File: src/rtl/serial_adder_shift.sv
// Bit-serial adder/subtractor: A and B shift LSB-first, the sum refills A, in_b refills B.
// Define SERIAL_ADDER_OVF_EN to add the signed-overflow flag output o_ovf.
module serial_adder_shift #(
    parameter int unsigned WIDTH = 4,
    localparam int unsigned CNT_W = $clog2(WIDTH + 1)
) (
    input  logic             i_clk,
    input  logic             i_reset,
    input  logic             i_start,
    input  logic             i_sub,
    input  logic [WIDTH-1:0] i_load_a,
    input  logic [WIDTH-1:0] i_load_b,
    input  logic             i_in_b,
    output logic [WIDTH-1:0] o_sum,
    output logic [WIDTH-1:0] o_b_reg,
    output logic             o_carry_out,
    output logic             o_busy,
`ifdef SERIAL_ADDER_OVF_EN
    output logic             o_ovf,
`endif
    output logic             o_done
);

    localparam logic [1:0] ST_IDLE  = 2'd0;
    localparam logic [1:0] ST_SHIFT = 2'd1;
    localparam logic [1:0] ST_DONE  = 2'd2;

    logic [1:0]       r_state;
    logic [WIDTH-1:0] r_a;
    logic [WIDTH-1:0] r_b;
    logic             r_c;
    logic             r_sub;
    logic [CNT_W-1:0] r_count;
    logic             r_done;

    logic w_bx;
    logic w_s;
    logic w_cn;
    logic w_last;

    // Subtraction is A + ~B + 1: invert B bit-wise, the +1 comes from the preset carry.
    assign w_bx   = r_b[0] ^ r_sub;
    assign w_s    = r_a[0] ^ w_bx ^ r_c;
    assign w_cn   = (r_a[0] & w_bx) | (r_a[0] & r_c) | (w_bx & r_c);
    assign w_last = (r_count == CNT_W'(WIDTH - 1));

    always_ff @(posedge i_clk or posedge i_reset) begin
        if (i_reset) begin
            r_state <= ST_IDLE;
            r_a     <= '0;
            r_b     <= '0;
            r_c     <= 1'b0;
            r_sub   <= 1'b0;
            r_count <= '0;
            r_done  <= 1'b0;
        end else begin
            r_done <= 1'b0;
            case (r_state)
                ST_IDLE: begin
                    if (i_start) begin
                        r_a     <= i_load_a;
                        r_b     <= i_load_b;
                        r_c     <= i_sub;
                        r_sub   <= i_sub;
                        r_count <= '0;
                        r_state <= ST_SHIFT;
                    end
                end
                ST_SHIFT: begin
                    r_a     <= {w_s, r_a[WIDTH-1:1]};
                    r_b     <= {i_in_b, r_b[WIDTH-1:1]};
                    r_c     <= w_cn;
                    r_count <= r_count + CNT_W'(1);
                    if (w_last) begin
                        r_done  <= 1'b1;
                        r_state <= ST_DONE;
                    end
                end
                ST_DONE: r_state <= ST_IDLE;
                default: r_state <= ST_IDLE;
            endcase
        end
    end

`ifdef SERIAL_ADDER_OVF_EN
    logic r_ovf;

    // Signed overflow is carry into the MSB xor carry out of it.
    always_ff @(posedge i_clk or posedge i_reset) begin
        if (i_reset) begin
            r_ovf <= 1'b0;
        end else if (r_state == ST_IDLE && i_start) begin
            r_ovf <= 1'b0;
        end else if (r_state == ST_SHIFT && w_last) begin
            r_ovf <= r_c ^ w_cn;
        end
    end

    assign o_ovf = r_ovf;
`endif

    assign o_sum       = r_a;
    assign o_b_reg     = r_b;
    assign o_carry_out = r_c;
    assign o_busy      = (r_state == ST_SHIFT);
    assign o_done      = r_done;

endmodule

File: config.mk
export PLATFORM = sky130hd
export DESIGN_NAME = serial_adder_shift
export DESIGN_NICKNAME = d
export VERILOG_FILES = /design/src/rtl/serial_adder_shift.sv
export SDC_FILE = /design/constraint.sdc
export NUM_CORES = 1
export LEC_CHECK = 0
export CAP_MARGIN = 30
export CORE_MARGIN = 5
export CORE_UTILIZATION = 38
export CTS_CLUSTER_DIAMETER = 60
export CTS_CLUSTER_SIZE = 40
export DETAILED_ROUTE_END_ITERATION = 8
export PLACE_DENSITY = 0.67
export SLEW_MARGIN = 20
export SYNTH_ARGS = -nofsm -noshare
export SYNTH_HDL_FRONTEND = slang
export SYNTH_SLANG_ARGS = --single-unit
File: constraint.sdc
create_clock -name i_clk -period 1.6 [get_ports i_clk]
set_input_delay 0.4 -clock i_clk [delete_from_list [all_inputs] [get_ports i_clk]]
set_output_delay 0.4 -clock i_clk [all_outputs]
set_load 0.02 [all_outputs]
# --- Yosys cells after proc, flatten, opt, wreduce, memory -nomap -nowiden ---
# Index checks and enable logic that the tools add are counted.
classes:
  add_sub_neg: 1
  eq_ne: 4
  muxes: 13
  n_bitwise: 8
  reduce_logical: 5
ops:
  columns: ["op", "count"]
  rows:
  - ["case mux 4 bit (2 select lines)", 2]
  - ["two-way mux 4 bit", 2]
  - ["case mux 3 bit (2 select lines)", 1]
  - ["AND reduction 2 bit", 3]
  - ["two-way mux 2 bit", 2]
  - ["case mux 2 bit (2 select lines)", 1]
  - ["adder 3 x 1 -> 3 bit (second input constant)", 1]
  - ["bitwise AND 1 bit", 3]
  - ["== test 3 x 2 -> 1 bit (second input constant)", 1]
  - ["two-way mux 1 bit", 3]
  - ["two-way mux 3 bit", 1]
  - ["XOR 1 bit", 3]
  - ["== test 2 x 1 -> 1 bit (second input constant)", 1]
  - ["logical NOT 2 bit", 1]
  - ["inequality test 2 x 1 -> 1 bit (second input constant)", 1]
  - ["inequality test 2 bit (second input constant)", 1]
  - ["OR 1 bit", 2]
  - ["case mux 1 bit (2 select lines)", 1]
  - ["nonzero test 2 bit", 1]
word_totals:
  reg_bits: 16
  output_inout_bits: 11
  word_cells: 38

# --- Logic depth before layout (Yosys ltp) ---
# Gate-level depths: netlist of the first run.
logic_depth:
  word_depth: 5
  mapped_depth: 4
  mapped_depth_nobuf: 3

# --- Worst setup path after synthesis of the first run ---
# No wires, ideal clock.
synth_timing:
  kind: "register to register"
  start: "reg r_b[0] (netlist: o_b_reg[0])"
  end: "reg r_a[3] (netlist: o_sum[3])"
  setup_ps: 104
  arrival_ps: 1305
  t_required_ps: 1496
  path_slack_ps: 191
  path_stages_with_launch: 4
  path_cell_list: "dfrtp_1 > xnor2_1 > fa_1 > a221oi_1"
synth_between:
  elab_chain_cells: 4
synth_rtl:
  columns: ["element", "line", "source"]
  rows:
  - ["start: declaration", "30", "logic [WIDTH-1:0] r_b;"]
  - ["start signal: assignment", "62", "r_b <= i_load_b;"]
  - ["start signal: assignment", "71", "r_b <= {i_in_b, r_b[WIDTH-1:1]};"]
  - ["XOR 1 bit", "42", "assign w_bx = r_b[0] ^ r_sub;"]
  - ["XOR 1 bit (2 in series)", "43", "assign w_s = r_a[0] ^ w_bx ^ r_c;"]
  - ["case mux 4 bit (2 select lines)", "58", "case (r_state)"]
  - ["end signal: assignment", "61", "r_a <= i_load_a;"]
  - ["end signal: assignment", "70", "r_a <= {w_s, r_a[WIDTH-1:1]};"]
  - ["end: declaration", "29", "logic [WIDTH-1:0] r_a;"]
# Every way passes these cells.
# A chain may end at the register's enable or synchronous reset.

# --- Worst setup path in the final report of the first run ---
layout_timing:
  start: "reg r_state[1]"
  end: "out o_busy"
layout_between:
  elab_chain_cells: 1
layout_rtl:
  columns: ["element", "line", "source"]
  rows:
  - ["start: declaration", "28", "logic [1:0] r_state;"]
  - ["start signal: assignment", "49", "r_state <= ST_IDLE;"]
  - ["start signal: assignment", "66", "r_state <= ST_SHIFT;"]
  - ["start signal: assignment", "76", "r_state <= ST_DONE;"]
  - ["== test 2 x 1 -> 1 bit", "105", "assign o_busy = (r_state == ST_SHIFT);"]
  - ["end: declaration", "17", "output logic o_busy,"]
# Every way passes these cells.

==> results.json, run 1 <==
{
  "setup-violations-final": 0,
  "clockRootBuffer": "clkbuf_4",
  "syn_to_final_growth_pct": 42.2,
  "routed_wl_um": 1880,
  "clockBufferDepth": 2,
  "required_ps": 1200,
  "hold_violations": 0,
  "post-synth-top-area-fraction_pct": 51.1,
  "core_area_um2": 1960,
  "cts_tree": "yes",
  "min_period_over_period_pct": 90.7,
  "final-max-slew-violation-count": 0,
  "die_w_um": 55.4,
  "overflow": 0,
  "clock-sinks": 16,
  "cp-end-kind": "output port",
  "antenna_found_initial": 0,
  "initial_utilization_pct": 39.9,
  "worst-path-max-fanout": 2,
  "clock_skew_ps": 0.395,
  "vias_per_cell": 5.25,
  "final_cell_mix": "dfrtp_1 (16), clkdlybuf4s50_1 (12), inv_1 (10), dlygate4sd2_1 (10), buf_4 (9)",
  "hp-class": "input port to async pin",
  "power_density_nw_per_um2": 2010,
  "dpl.hpwl_um": 1390,
  "netlist_area_um2": 783,
  "num_antenna_cells": 0,
  "grt_pass1_vias": 715,
  "start_kind": "register",
  "grt_max_degree": 17,
  "dp.cells": 122,
  "ys_ff_latch": 16,
  "postSynthAreaPerCell_um2": 11.7,
  "fmax_mhz": 689,
  "drive_gt1_share_pct": 20.2,
  "max_slew_margin_pct": 78.7,
  "peakVddDrop_mv": 1.01,
  "clkTransAtPathRegs_ps": 90,
  "ys_warn_count": 0,
  "grt_pass1_wl_um": 3180,
  "ys_seq_area_share_pct": 51.1,
  "grt_usage_pct": 13.0,
  "rsz0062_at_grt": "no",
  "nNetsFinal": 116,
  "drt_iter0_markers": 5,
  "dieArea_um2": 3070,
  "drcViolationCount": 0,
  "final_common_cell": "dfrtp_1",
  "fin_crit_ps": 1450,
  "synthCells": 67,
  "worst_skew_pair.late_latency_ps": 280,
  "postCtsSetupBuffers": 0,
  "critPathKind": "register to output port",
  "first_pass_iters": 4,
  "die_y_um": 55.4,
  "port_buffers": 23,
  "rows": 16,
  "rr_worst_depth": 3,
  "cts.htree.levels": 1,
  "avgRoutedWirePerCell_um": 14.9,
  "crit_arrival_ps": 1050,
  "finalInstanceArea_um2": 1110,
  "worst_pin_slew_ps": 314,
  "ys_types": 23,
  "status": "finished, final reports clean",
  "vias": 661,
  "yosys.area.top_type": "dfrtp_1",
  "max-cap-violations": 0,
  "numCtsBuffers": 3,
  "place.gp.congestion": 0.753,
  "yosys-top-cells-area": "dfrtp_1 (51%), a221oi_1 (8.9%), nor4b_1 (8.9%)",
  "ios": 24,
  "synth_fp_nets": 83,
  "post_dp_cell_area_um2": 1090,
  "fin_cells": 126,
  "detail-route-antenna-nets": 0,
  "p_leak_uw": 0.000509
}
-- cells in the mapped netlist, drive strengths merged --
master  count
nor3b       1
o221a       1
o22ai       1
ha          2
inv        11
and2        2
nor4b       8
nor2        3
fa          1
a22o        1
xnor2       1
o21ba       1
a221oi      8
o21bai      1
a21oi       1
nand2b      1
mux2i       1
buf         4
mux2        1
dfrtp      16
or4b        1
-- worst max-delay path, cell delays in order, from the launching register on --
cell and delay (ps):
dfrtp_1 380, nand2b_1 170, inv_2 60, buf_2 160
-- per-stage QoR --
stage	hold slack, ps	TNS [ps]	util, %	setup slack [ps]	total power [µW]
final	414	0	56.8	149	2240
after global routing	438	0	56.8	75.8	2400
after CTS	420	0	56.8	34.1	2230
after detailed placement	484	-93.7	55.5	-43.5	2050
after global placement	473	-42.2	55.5	-19.4	2010
after floorplan	314	0	-	191	1490
-- power breakdown --
part	internal [µW]	switching [µW]	total [µW]
Combinational	595	667	1260
Sequential	602	113	715
Clock	138	125	263
Total	1340	905	2240
-- timing repair --
action                     in CTS  in global routing
setup endpoints to repair      11                  2
gates resized for setup        13                  2
hold buffers                    0                  0
-- layer usage --
layer	global-route usage, %	share of wire (%)
met5	0	0
met2	24.3	54
met1	13.7	40
met3	3.96	4.1
met4	4.17	1.5
-- logic make-up after synthesis --
logic type                 count (synthesis)  synth area share, %
muxes                                      2                 2.72
xor gates and xnor gates                   1                 1.12
DFF                                       16                 51.1
buffers and inverters                     15                 8.63
AOI/OAI and AO/OA                         14                 15.7
adders and majority gates                  3                 5.75
and+or+nand+nor                           16                 15.0
-- final cells by class --
cell class / instances / area, µm²
clock buffer: 4 / 36.3
inverter: 11 / 41.3
multi-input combinational: 36 / 322
tap: 27 / 33.8
fill: 195 / 848
timing repair buffer: 32 / 280
sequential: 16 / 400
-- worst paths after layout --
check | startpoint | slack, ps | end
setup reg to reg | r_sub | 200 | o_sum[3]
max in group asynchronous | i_reset | 1000 | o_b_reg[1]
hold / removal | i_reset | 410 | o_done
setup / recovery | r_state[1] | 150 | o_busy
min in group i_clk | r_count[0] | 490 | r_count[0]
hold reg to reg | r_count[0] | 490 | r_count[0]
Note: power is estimated with default switching activity, not from simulation.
==> run 2, diff against run 1 <==
--- a/config.mk
+++ b/config.mk
@@ -7,11 +7,11 @@
 export LEC_CHECK = 0
 export CAP_MARGIN = 30
 export CORE_MARGIN = 5
-export CORE_UTILIZATION = 38
+export CORE_UTILIZATION = 44
 export CTS_CLUSTER_DIAMETER = 60
 export CTS_CLUSTER_SIZE = 40
 export DETAILED_ROUTE_END_ITERATION = 8
-export PLACE_DENSITY = 0.67
+export PLACE_DENSITY = 0.76
 export SLEW_MARGIN = 20
 export SYNTH_ARGS = -nofsm -noshare
 export SYNTH_HDL_FRONTEND = slang
==> run 2 against run 1 <==
Against the previous run:
- first-iteration DRC count is 80% higher
- via count is 4.7% lower
- global-route usage is 1.5 points higher
- clock power is 25% lower
- die area is 11% lower
- count of clock-buffer cells in the layout is 1 lower
- register-to-register slack hardly changed
- combinational power is 6% lower
- sequential cell count stayed put
- critical endpoint is now o_b_reg[0]
- highest routed layer unchanged
==> results.json, run 2 (same netlist as run 1, synthesis figures left out) <==
{
  "status": "finished, final reports clean",
  "die_y_um": 52.2,
  "switching_power_uw": 843,
  "worst_skew_pair.late_latency_ps": 280,
  "numCtsBuffers": 3,
  "cp_slowest_stage_delay_ps": 390,
  "fmax_mhz": 689,
  "grt_max_degree": 17,
  "hold_buffers": 0,
  "critPathKind": "register to output port",
  "min_period_over_period_pct": 90.7,
  "setup_ws_ps": 149,
  "final_core_util_pct": 63.9,
  "r2r_end": "o_sum[3]",
  "vias_per_cell": 5.12,
  "ios": 24,
  "worst-path-max-fanout": 3,
  "final_common_cell": "dfrtp_1",
  "post_dp_cell_area_um2": 1090,
  "avgRoutedWirePerCell_um": 13.8,
  "vias": 630,
  "finalInstanceArea_um2": 1090,
  "worst_pin_slew_ps": 291,
  "fin_crit_ps": 1450,
  "switching_share_pct": 40.2,
  "overflow": 0,
  "drcViolationCount": 0,
  "p_leak_uw": 0.000501,
  "totalPowerFinal_uw": 2100,
  "p_seq_share_pct": 33.8,
  "final_cell_mix": "dfrtp_1 (16), clkdlybuf4s50_1 (12), inv_1 (10), dlygate4sd2_1 (10), buf_4 (9)",
  "max_slew_margin_pct": 80.3,
  "first_pass_iters": 4,
  "num_antenna_cells": 0,
  "grt_use_met2_pct": 22.6,
  "cp-end-kind": "output port",
  "p_int_uw": 1260,
  "clockRootBuffer": "clkbuf_4",
  "final-max-slew-violation-count": 0,
  "p_clk_share_pct": 9.4,
  "cp_cell_sequence": "dlygate4sd2_1",
  "dieArea_um2": 2720,
  "core_area_um2": 1710,
  "clock_skew_ps": 4.18,
  "dpl.hpwl_um": 1290,
  "place.gp.congestion": 0.801,
  "peakVddDrop_mv": 1.06,
  "worstReg2RegStart": "r_sub",
  "rows": 15,
  "port_buffers": 23,
  "power_frac_comb_pct": 56.8,
  "drt_iter0_markers": 9,
  "cts_tree": "yes",
  "met3_usage_pct": 2.85,
  "met1_usage_pct": 18.4,
  "routed_wl_um": 1700,
  "cts.htree.levels": 1,
  "clock-sinks": 16,
  "power_density_nw_per_um2": 1920,
  "grt_pass1_wl_um": 2790,
  "required_ps": 1200,
  "rsz0062_at_grt": "no",
  "grt_pass1_vias": 621,
  "start_kind": "register",
  "grt_usage_pct": 14.5,
  "hold_violations": 0,
  "clockBufferDepth": 2,
  "hp-class": "input port to async pin",
  "detail-route-antenna-nets": 0,
  "dp_slack_ps": -39.9,
  "path_delay_family": "flip-flops",
  "crit_arrival_ps": 1050,
  "setup-violations-final": 0,
  "syn_to_final_growth_pct": 39.3,
  "drive_gt1_share_pct": 18.4,
  "slowest_stage": "dfrtp_1",
  "worst-path-buf-inv": 1,
  "die_w_um": 52.2,
  "setup_tns_ps": 0,
  "clkTransAtPathRegs_ps": 80,
  "rr_worst_depth": 3,
  "nNetsFinal": 116,
  "regToRegSetupSlack_ps": 190,
  "grt.busiest_layer": "met2",
  "antenna_found_initial": 0,
  "initial_utilization_pct": 45.9,
  "max-cap-violations": 0
}
-- run 2: cell count changes in the layout (fill, tap and decap cells not counted) --
cell      change
a221oi_1      +1
a221oi_2      -1
buf_2         -1
clkbuf_2      +1
clkbuf_8      -1
-- run 2: power groups by stage --
stage	registers (µW)	clock network (µW)	logic, µW
global placement	718	0	1280
detailed placement	724	0	1300
CTS	713	211	1210
global route	729	234	1310
floorplan	858	0	631
finish	709	198	1190
-- run 2: final cells by class --
type                       count  area [µm²]
timing repair buffer          32         280
tap                           25        31.3
multi-input combinational     36         315
fill                         142         617
sequential                    16         400
inverter                      11        41.3
clock buffer                   3        22.5
-- run 2: metal layers --
metal / share of wire (%) / up-vias
li1: - / 306
met1: 46 / 302
met2: 48 / 18
met3: 3.9 / 4
met4: 1.8 / 0
met5: 0 / -
-- run 2: how the worst max path moves through the flow --
stage | depth (start not counted) | startpoint | to
2_1_floorplan | 3 | o_b_reg[0] | o_sum[3]
3_3_place_gp | 3 | i_start | o_b_reg[3]
3_5_place_dp | 3 | i_start | r_sub
4_1_cts | 3 | r_state[1] | o_busy
5_1_grt | 3 | r_sub | o_sum[3]
6_report | 1 | o_b_reg[0] | o_b_reg[0]
-- run 2: what timing repair did --
action,in CTS,in global routing
resized for setup,12,1
endpoints found under the setup margin,11,1
setup buffers,0,0
-- run 2: per-stage QoR --
stage | cells | hold WS, ps
after CTS | 123 | 257
final | 123 | 266
after detailed placement | 120 | 476
after global routing | 123 | 254
after floorplan | 67 | 314
after global placement | 120 | 465
